`src/rtl/cmd_frame_tx_pkg.sv`:
```
// Shared types and constants for the command frame transmitter.
package cmd_frame_tx_pkg;

  // Encodings of the frame FSM states.
  localparam logic [2:0] ST_IDLE_ENC    = 3'd0;
  localparam logic [2:0] ST_SYNC_ENC    = 3'd1;
  localparam logic [2:0] ST_PAYLOAD_ENC = 3'd2;
  localparam logic [2:0] ST_CHECK_ENC   = 3'd3;
  localparam logic [2:0] ST_FIN_ENC     = 3'd4;

  typedef enum logic [2:0] {
    ST_IDLE    = ST_IDLE_ENC,
    ST_SYNC    = ST_SYNC_ENC,
    ST_PAYLOAD = ST_PAYLOAD_ENC,
    ST_CHECK   = ST_CHECK_ENC,
    ST_FIN     = ST_FIN_ENC
  } state_t;

  // Sync byte, four payload bytes and one checksum byte.
  localparam int         FRAME_LEN     = 6;
  localparam logic [7:0] DEF_SYNC_BYTE = 8'hFE;
  localparam logic [7:0] DEF_CHK_INIT  = 8'h00;

endpackage

```
`src/rtl/cmd_frame_tx_if.sv`:
```
// Byte-wide valid/ready stream between the framer and the link PHY.
interface cmd_frame_tx_if;
  logic [7:0] tx_data;
  logic       tx_valid;
  logic       tx_ready;

  modport master (output tx_data, output tx_valid, input tx_ready);
  modport slave  (input tx_data, input tx_valid, output tx_ready);
endinterface

```
`src/rtl/cmd_frame_tx_edge_detect_rise.sv`:
```
// Registered 1-bit rising-edge detector shared by the command consumers.
module edge_detect_rise (
  input  logic clk,
  input  logic rst_n,
  input  logic d,
  output logic rise
);

  logic d_q_reg;

  // Delay the input by one clock. Clearing it in reset makes a level that is already high count as an edge.
  always_ff @(posedge clk or negedge rst_n) begin
    if (!rst_n) d_q_reg <= 1'b0;
    else        d_q_reg <= d;
  end

  assign rise = d & ~d_q_reg;

endmodule

```
`src/rtl/cmd_frame_tx.sv`:
```
// Captures a 32-bit command result and sends it as the frame
// SYNC, B3, B2, B1, B0, XOR checksum on a byte-wide valid/ready stream.
module cmd_frame_tx
  import cmd_frame_tx_pkg::*;
#(
  parameter logic [7:0] SYNC_BYTE = DEF_SYNC_BYTE,
  parameter logic [7:0] CHK_INIT  = DEF_CHK_INIT
) (
  input  logic                  clk,
  input  logic                  rst_n,
  input  logic                  cmd_valid,
  input  logic [31:0]           cmd_word,
  cmd_frame_tx_if.master        tx,
  output logic                  busy,
  output logic                  frame_done,
  output logic                  overrun,
  input  logic                  clr_overrun
);

  state_t      state_reg, state_next;
  logic [31:0] cap_reg, cap_next;
  logic [7:0]  chk_reg, chk_next;
  logic [1:0]  idx_reg, idx_next;
  logic [7:0]  tx_data_reg, tx_data_next;
  logic        tx_valid_reg, tx_valid_next;
  logic        busy_reg, busy_next;
  logic        frame_done_reg, frame_done_next;
  logic        overrun_reg, overrun_next;
  logic        start_evt;
  logic        xfer;
  logic [7:0]  payload_byte [4];

  edge_detect_rise u_edge (
    .clk   (clk),
    .rst_n (rst_n),
    .d     (cmd_valid),
    .rise  (start_evt)
  );

  // payload_byte[0] is the most significant byte and is sent first.
  generate
    for (genvar gi = 0; gi < 4; gi++) begin : g_bytes
      assign payload_byte[gi] = cap_reg[31-8*gi -: 8];
    end
  endgenerate

  assign xfer = tx_valid_reg & tx.tx_ready;

  // State and output register update.
  always_ff @(posedge clk or negedge rst_n) begin
    if (!rst_n) begin
      state_reg      <= ST_IDLE;
      cap_reg        <= '0;
      chk_reg        <= '0;
      idx_reg        <= '0;
      tx_data_reg    <= '0;
      tx_valid_reg   <= 1'b0;
      busy_reg       <= 1'b0;
      frame_done_reg <= 1'b0;
      overrun_reg    <= 1'b0;
    end else begin
      state_reg      <= state_next;
      cap_reg        <= cap_next;
      chk_reg        <= chk_next;
      idx_reg        <= idx_next;
      tx_data_reg    <= tx_data_next;
      tx_valid_reg   <= tx_valid_next;
      busy_reg       <= busy_next;
      frame_done_reg <= frame_done_next;
      overrun_reg    <= overrun_next;
    end
  end

  // Next-state logic. Bytes advance only on a completed handshake, so a stalled byte stays on the bus.
  always_comb begin
    state_next      = state_reg;
    cap_next        = cap_reg;
    chk_next        = chk_reg;
    idx_next        = idx_reg;
    tx_data_next    = tx_data_reg;
    tx_valid_next   = tx_valid_reg;
    busy_next       = busy_reg;
    frame_done_next = 1'b0;
    overrun_next    = overrun_reg;

    case (state_reg)
      ST_IDLE: begin
        if (start_evt) begin
          cap_next      = cmd_word;
          chk_next      = CHK_INIT;
          idx_next      = 2'd0;
          busy_next     = 1'b1;
          tx_data_next  = SYNC_BYTE;
          tx_valid_next = 1'b1;
          state_next    = ST_SYNC;
        end
      end
      ST_SYNC: begin
        if (xfer) begin
          tx_data_next = payload_byte[0];
          idx_next     = 2'd0;
          state_next   = ST_PAYLOAD;
        end
      end
      ST_PAYLOAD: begin
        if (xfer) begin
          chk_next = chk_reg ^ tx_data_reg;
          if (idx_reg != 2'd3) begin
            idx_next     = idx_reg + 2'd1;
            tx_data_next = payload_byte[idx_reg + 2'd1];
          end else begin
            tx_data_next = chk_reg ^ tx_data_reg;
            state_next   = ST_CHECK;
          end
        end
      end
      ST_CHECK: begin
        if (xfer) begin
          tx_valid_next   = 1'b0;
          busy_next       = 1'b0;
          frame_done_next = 1'b1;
          state_next      = ST_FIN;
        end
      end
      ST_FIN: begin
        state_next = ST_IDLE;
      end
      default: begin
        state_next = ST_IDLE;
      end
    endcase

    // A command edge that cannot be served is dropped and flagged. A new event takes priority over a clear.
    if (start_evt && (state_reg != ST_IDLE)) overrun_next = 1'b1;
    else if (clr_overrun)                    overrun_next = 1'b0;
  end

  assign tx.tx_data  = tx_data_reg;
  assign tx.tx_valid = tx_valid_reg;
  assign busy        = busy_reg;
  assign frame_done  = frame_done_reg;
  assign overrun     = overrun_reg;

endmodule
```
`src/flat_wrapper.sv`:
```
// flat-port wrapper written by rule: the top's interface ports become plain ports
module cmd_frame_tx_flat import cmd_frame_tx_pkg::*;
#(
  parameter logic [7:0] SYNC_BYTE = DEF_SYNC_BYTE,
  parameter logic [7:0] CHK_INIT  = DEF_CHK_INIT
)
  (clk, rst_n, cmd_valid, cmd_word, busy, frame_done, overrun, clr_overrun, tx_tx_data, tx_tx_valid, tx_tx_ready);
  cmd_frame_tx_if tx_i ();
  input  logic clk;
  input  logic rst_n;
  input  logic cmd_valid;
  input  logic [31:0] cmd_word;
  output logic busy;
  output logic frame_done;
  output logic overrun;
  input  logic clr_overrun;
  output wire logic [$bits(tx_i.tx_data)-1:0] tx_tx_data;
  output wire logic [$bits(tx_i.tx_valid)-1:0] tx_tx_valid;
  input wire logic [$bits(tx_i.tx_ready)-1:0] tx_tx_ready;
  assign tx_tx_data = tx_i.tx_data;
  assign tx_tx_valid = tx_i.tx_valid;
  assign tx_i.tx_ready = tx_tx_ready;
  cmd_frame_tx #(.SYNC_BYTE(SYNC_BYTE), .CHK_INIT(CHK_INIT)) u_core (.clk(clk), .rst_n(rst_n), .cmd_valid(cmd_valid), .cmd_word(cmd_word), .tx(tx_i), .busy(busy), .frame_done(frame_done), .overrun(overrun), .clr_overrun(clr_overrun));
endmodule
```
`config.mk`:
```
export PLATFORM = sky130hd
export DESIGN_NAME = cmd_frame_tx_flat
export DESIGN_NICKNAME = d
export VERILOG_FILES = /design/src/rtl/cmd_frame_tx_pkg.sv /design/src/rtl/cmd_frame_tx_if.sv /design/src/rtl/cmd_frame_tx_edge_detect_rise.sv /design/src/rtl/cmd_frame_tx.sv /design/src/flat_wrapper.sv
export SDC_FILE = /design/constraint.sdc
export NUM_CORES = 1
export LEC_CHECK = 0
export BUFFER_PORTS_ARGS = -buffer_cell sky130_fd_sc_hd__buf_2
export CAP_MARGIN = 15
export CORE_MARGIN = 5
export CORE_UTILIZATION = 39
export DETAILED_ROUTE_END_ITERATION = 7
export HOLD_SLACK_MARGIN = 0.06
export PLACE_DENSITY = 0.57
export SYNTH_ARGS = -nofsm -noshare
export SYNTH_HDL_FRONTEND = slang
export SYNTH_SLANG_ARGS = --single-unit
```
`constraint.sdc`:
```
create_clock -name clk -period 2.2 [get_ports clk]
set_input_delay 0.11 -clock clk [delete_from_list [all_inputs] [get_ports clk]]
set_output_delay 0.11 -clock clk [all_outputs]
set_load 0.02 [all_outputs]
```
==> impl_metrics.env <==
export IMPL_synth_seq_cells=57
export IMPL_syn_nets=276
export IMPL_drcViolationCount=0
export IMPL_p_int_uw=1760
export IMPL_use_met1=0.230
export IMPL_finalSetupViolCount=0
export IMPL_max_cap_viol_count=0
export IMPL_synth_distinct_cells=38
export IMPL_timing_final_max_slew_violations=0
export IMPL_drtIter0Drc=88
export IMPL_core_um2=7210
export IMPL_initial_core_util=0.399
export IMPL_cp_end_kind="flop"
export IMPL_p_clk_frac=0.453
export IMPL_worst_path_max_fanout=9
export IMPL_portBuffers=48
export IMPL_grt_busiest_layer="met1"
export IMPL_start_kind="flop"
export IMPL_clkSlewWorstSetupHoldPaths_ns=0.06
export IMPL_layout_nets=361
export IMPL_finClkSkew_ns=0.00303
export IMPL_leakage_uw=0.00179
export IMPL_pin_count=49
export IMPL_ys_seq_area_frac=0.496
export IMPL_yosys_warnings=0
export IMPL_die_height_um=95.9
export IMPL_syn_inst=238
export IMPL_final_area_um2=3770
export IMPL_grt_pass1_vias=2206
export IMPL_post_cts_buffers=0
export IMPL_grt_use_met2=0.229
export IMPL_hold_buffers=36
export IMPL_clk_path_buf_depth=2
export IMPL_hpwl_mm=4.40
export IMPL_setup_tns_ns=0
export IMPL_largest_reg_flops=32
export IMPL_drive_gt1_frac=0.329
export IMPL_slew_limit_headroom=0.572
export IMPL_placed_cell_area_um2=3200
export IMPL_h_tree_depth=3
export IMPL_p_sw_frac=0.214
export IMPL_seq_power_share=0.473
export IMPL_clock_sinks=57
export IMPL_globalplace_congestion=0.776
export IMPL_period_needed_ns=1.95
export IMPL_cts_inserted_buffers=9
export IMPL_tightest_slew_ns=0.643
export IMPL_rsz0062_at_grt="no"
export IMPL_dieArea_um2=9190
export IMPL_finalHoldViolCount=0
export IMPL_fp_dieW_um=95.9
export IMPL_rows=31
export IMPL_first_pass_iters=4
export IMPL_hold_path_class="primary input to asynchronous set/reset pin"
export IMPL_crit_type="flop to flop"
export IMPL_combPwrFrac=0.073
export IMPL_num_vias=2155
export IMPL_detail_route_antenna_nets=0
export IMPL_grt_overflow=0
export IMPL_place_ws_ns=0.248
export IMPL_root_buffer="clkbuf_8"
export IMPL_syn_area_per_cell_um2=12.1
export IMPL_power_density_nw_per_um2=595
export IMPL_switching_power_uw=478
export IMPL_grt_use_met3=0.0446
export IMPL_required_ns=2.40
export IMPL_outcome="finished clean"
export IMPL_cts_tree="built"
export IMPL_grt_max_degree=33
export IMPL_irDropWorstVdd_uv=401
export IMPL_diodes=0
export IMPL_fin_cells=427
export IMPL_fmax_mhz=512
export IMPL_cp_arrival_ns=2.15
export IMPL_routed_wl_mm=6.51
export IMPL_syn_area_um2=2880
export IMPL_vias_per_cell=5.05
export IMPL_setup_ws_ns=0.246
export IMPL_track_usage=0.161
export IMPL_area_growth_pct=30.9
export IMPL_cts_resized=0
export IMPL_post_route_period_util=0.888
export IMPL_wl_per_cell_um=15.2
export IMPL_dp_cells=375
export IMPL_antenna_found_initial=0
export IMPL_grt_first_pass_wirelength_mm=11.2
export IMPL_clk_latency_ns=0.33
-- cells in the final DEF (no fill, tap or decap), drive strengths merged, types with 2 or more instances in the layout --
| cell | count |
|---|---|
| dfrtp | 57 |
| buf | 53 |
| dlygate4sd3 | 36 |
| mux2 | 32 |
| inv | 18 |
| o21ai | 17 |
| a211oi | 15 |
| clkbuf | 14 |
| nor2 | 13 |
| nand2 | 11 |
| a21oi | 10 |
| mux4 | 8 |
| a2111oi | 7 |
| o211ai | 7 |
| nor3 | 5 |
| or3b | 3 |
| nand3 | 2 |
| and3b | 2 |
| xnor2 | 2 |
| o2bb2ai | 2 |
| o21bai | 2 |
-- critical path, cell delays in order, from the launching register on --
cell and delay [ns]:
dfrtp_1 0.38, ha_1 0.51, mux4_1 0.40, a2111oi_0 0.45, a211oi_1 0.08
-- cell type report --
| type | count | area, um^2 |
|---|---|---|
| sequential | 57 | 1430 |
| tap | 99 | 124 |
| multi-input combinational | 148 | 1280 |
| fill | 665 | 3450 |
| clock inverter | 2 | 35.0 |
| clock buffer | 14 | 173 |
| timing repair buffer | 89 | 663 |
| inverter | 18 | 67.6 |
-- cell usage after synthesis --
cell / count / share of area
a21oi_1: 10 / 0.017
nor2_1: 13 / 0.017
clkbuf_1: 3 / 0.0039
nand2b_1: 1 / 0.0022
a221o_1: 1 / 0.0035
ha_1: 1 / 0.0043
o211ai_2: 1 / 0.0043
o2bb2ai_1: 2 / 0.0061
mux4_1: 7 / 0.064
a2111oi_0: 7 / 0.021
nand4bb_1: 1 / 0.0039
xnor2_1: 2 / 0.0061
nor3_1: 5 / 0.0087
o21ai_0: 8 / 0.014
dfrtp_1: 57 / 0.50
o21bai_2: 1 / 0.0039
o211ai_1: 6 / 0.016
inv_1: 17 / 0.022
nand2_1: 11 / 0.014
nor3b_2: 1 / 0.0043
a311oi_1: 1 / 0.0030
mux4_2: 1 / 0.0078
mux2_2: 32 / 0.13
o32ai_1: 1 / 0.0030
nand3_1: 2 / 0.0035
buf_2: 6 / 0.010
and3b_1: 2 / 0.0061
or3b_1: 3 / 0.0091
o21bai_1: 1 / 0.0026
o21ai_1: 7 / 0.012
buf_6: 5 / 0.020
nor4_4: 1 / 0.0074
and3_1: 1 / 0.0022
buf_4: 1 / 0.0026
o21ai_2: 2 / 0.0061
inv_2: 1 / 0.0013
xor2_2: 1 / 0.0057
a211oi_1: 15 / 0.039
-- power by group through the flow --
stage | sequential, uW | combinational (uW) | clock [uW]
4_1_cts | 1060 | 166 | 1050
3_3_place_gp | 1080 | 117 | 0
5_1_grt | 1060 | 183 | 1110
2_1_floorplan | 1080 | 49.4 | 0
6_report | 1060 | 165 | 1010
3_5_place_dp | 1080 | 117 | 0
-- logic make-up after synthesis --
family                   Yosys count  share of synthesized area
XOR/XNOR                           3                     0.0117
flip-flops                        57                      0.496
AND/OR/NAND/NOR                   41                     0.0787
AO/OA/AOI/OAI                     63                      0.152
buffers and inverters             33                     0.0600
adder cells (fa/ha/maj)            1                    0.00435
multiplexers                      40                      0.197
-- layer usage --
metal  vias up  part of all wire  wire, um
met1      1034              0.48      3130
met2        51              0.45      2930
met5         -                 0         0
met4         0             0.017       112
met3        13             0.053       342
li1       1057                 -         -
-- stage by stage --
| step | power [uW] | hold slack [ns] | util |
|---|---|---|---|
| final | 2240 | 0.334 | 0.522 |
| after global routing | 2350 | 0.392 | 0.522 |
| after CTS | 2270 | 0.346 | 0.522 |
| after detailed placement | 1200 | 0.176 | 0.443 |
| after global placement | 1200 | 0.176 | 0.443 |
| after floorplan | 1130 | -0.186 | - |
-- path summary, 6_finish.rpt --
check                      cells after the start         startpoint  slack (ns)                    end
max                                            4  u_core.idx_reg[0]        0.25   u_core.tx.tx_data[1]
min                                            2              rst_n        0.33     u_core.cap_reg[12]
max reg2reg                                    4  u_core.idx_reg[0]        0.25   u_core.tx.tx_data[1]
min reg2reg                                    1  u_core.chk_reg[0]        0.50      u_core.chk_reg[0]
max in group asynchronous                      3              rst_n        1.28      u_core.chk_reg[1]
min in group clk                               2          cmd_valid        0.46  u_core.u_edge.d_q_reg
Power figures use the tool's default switching activity.
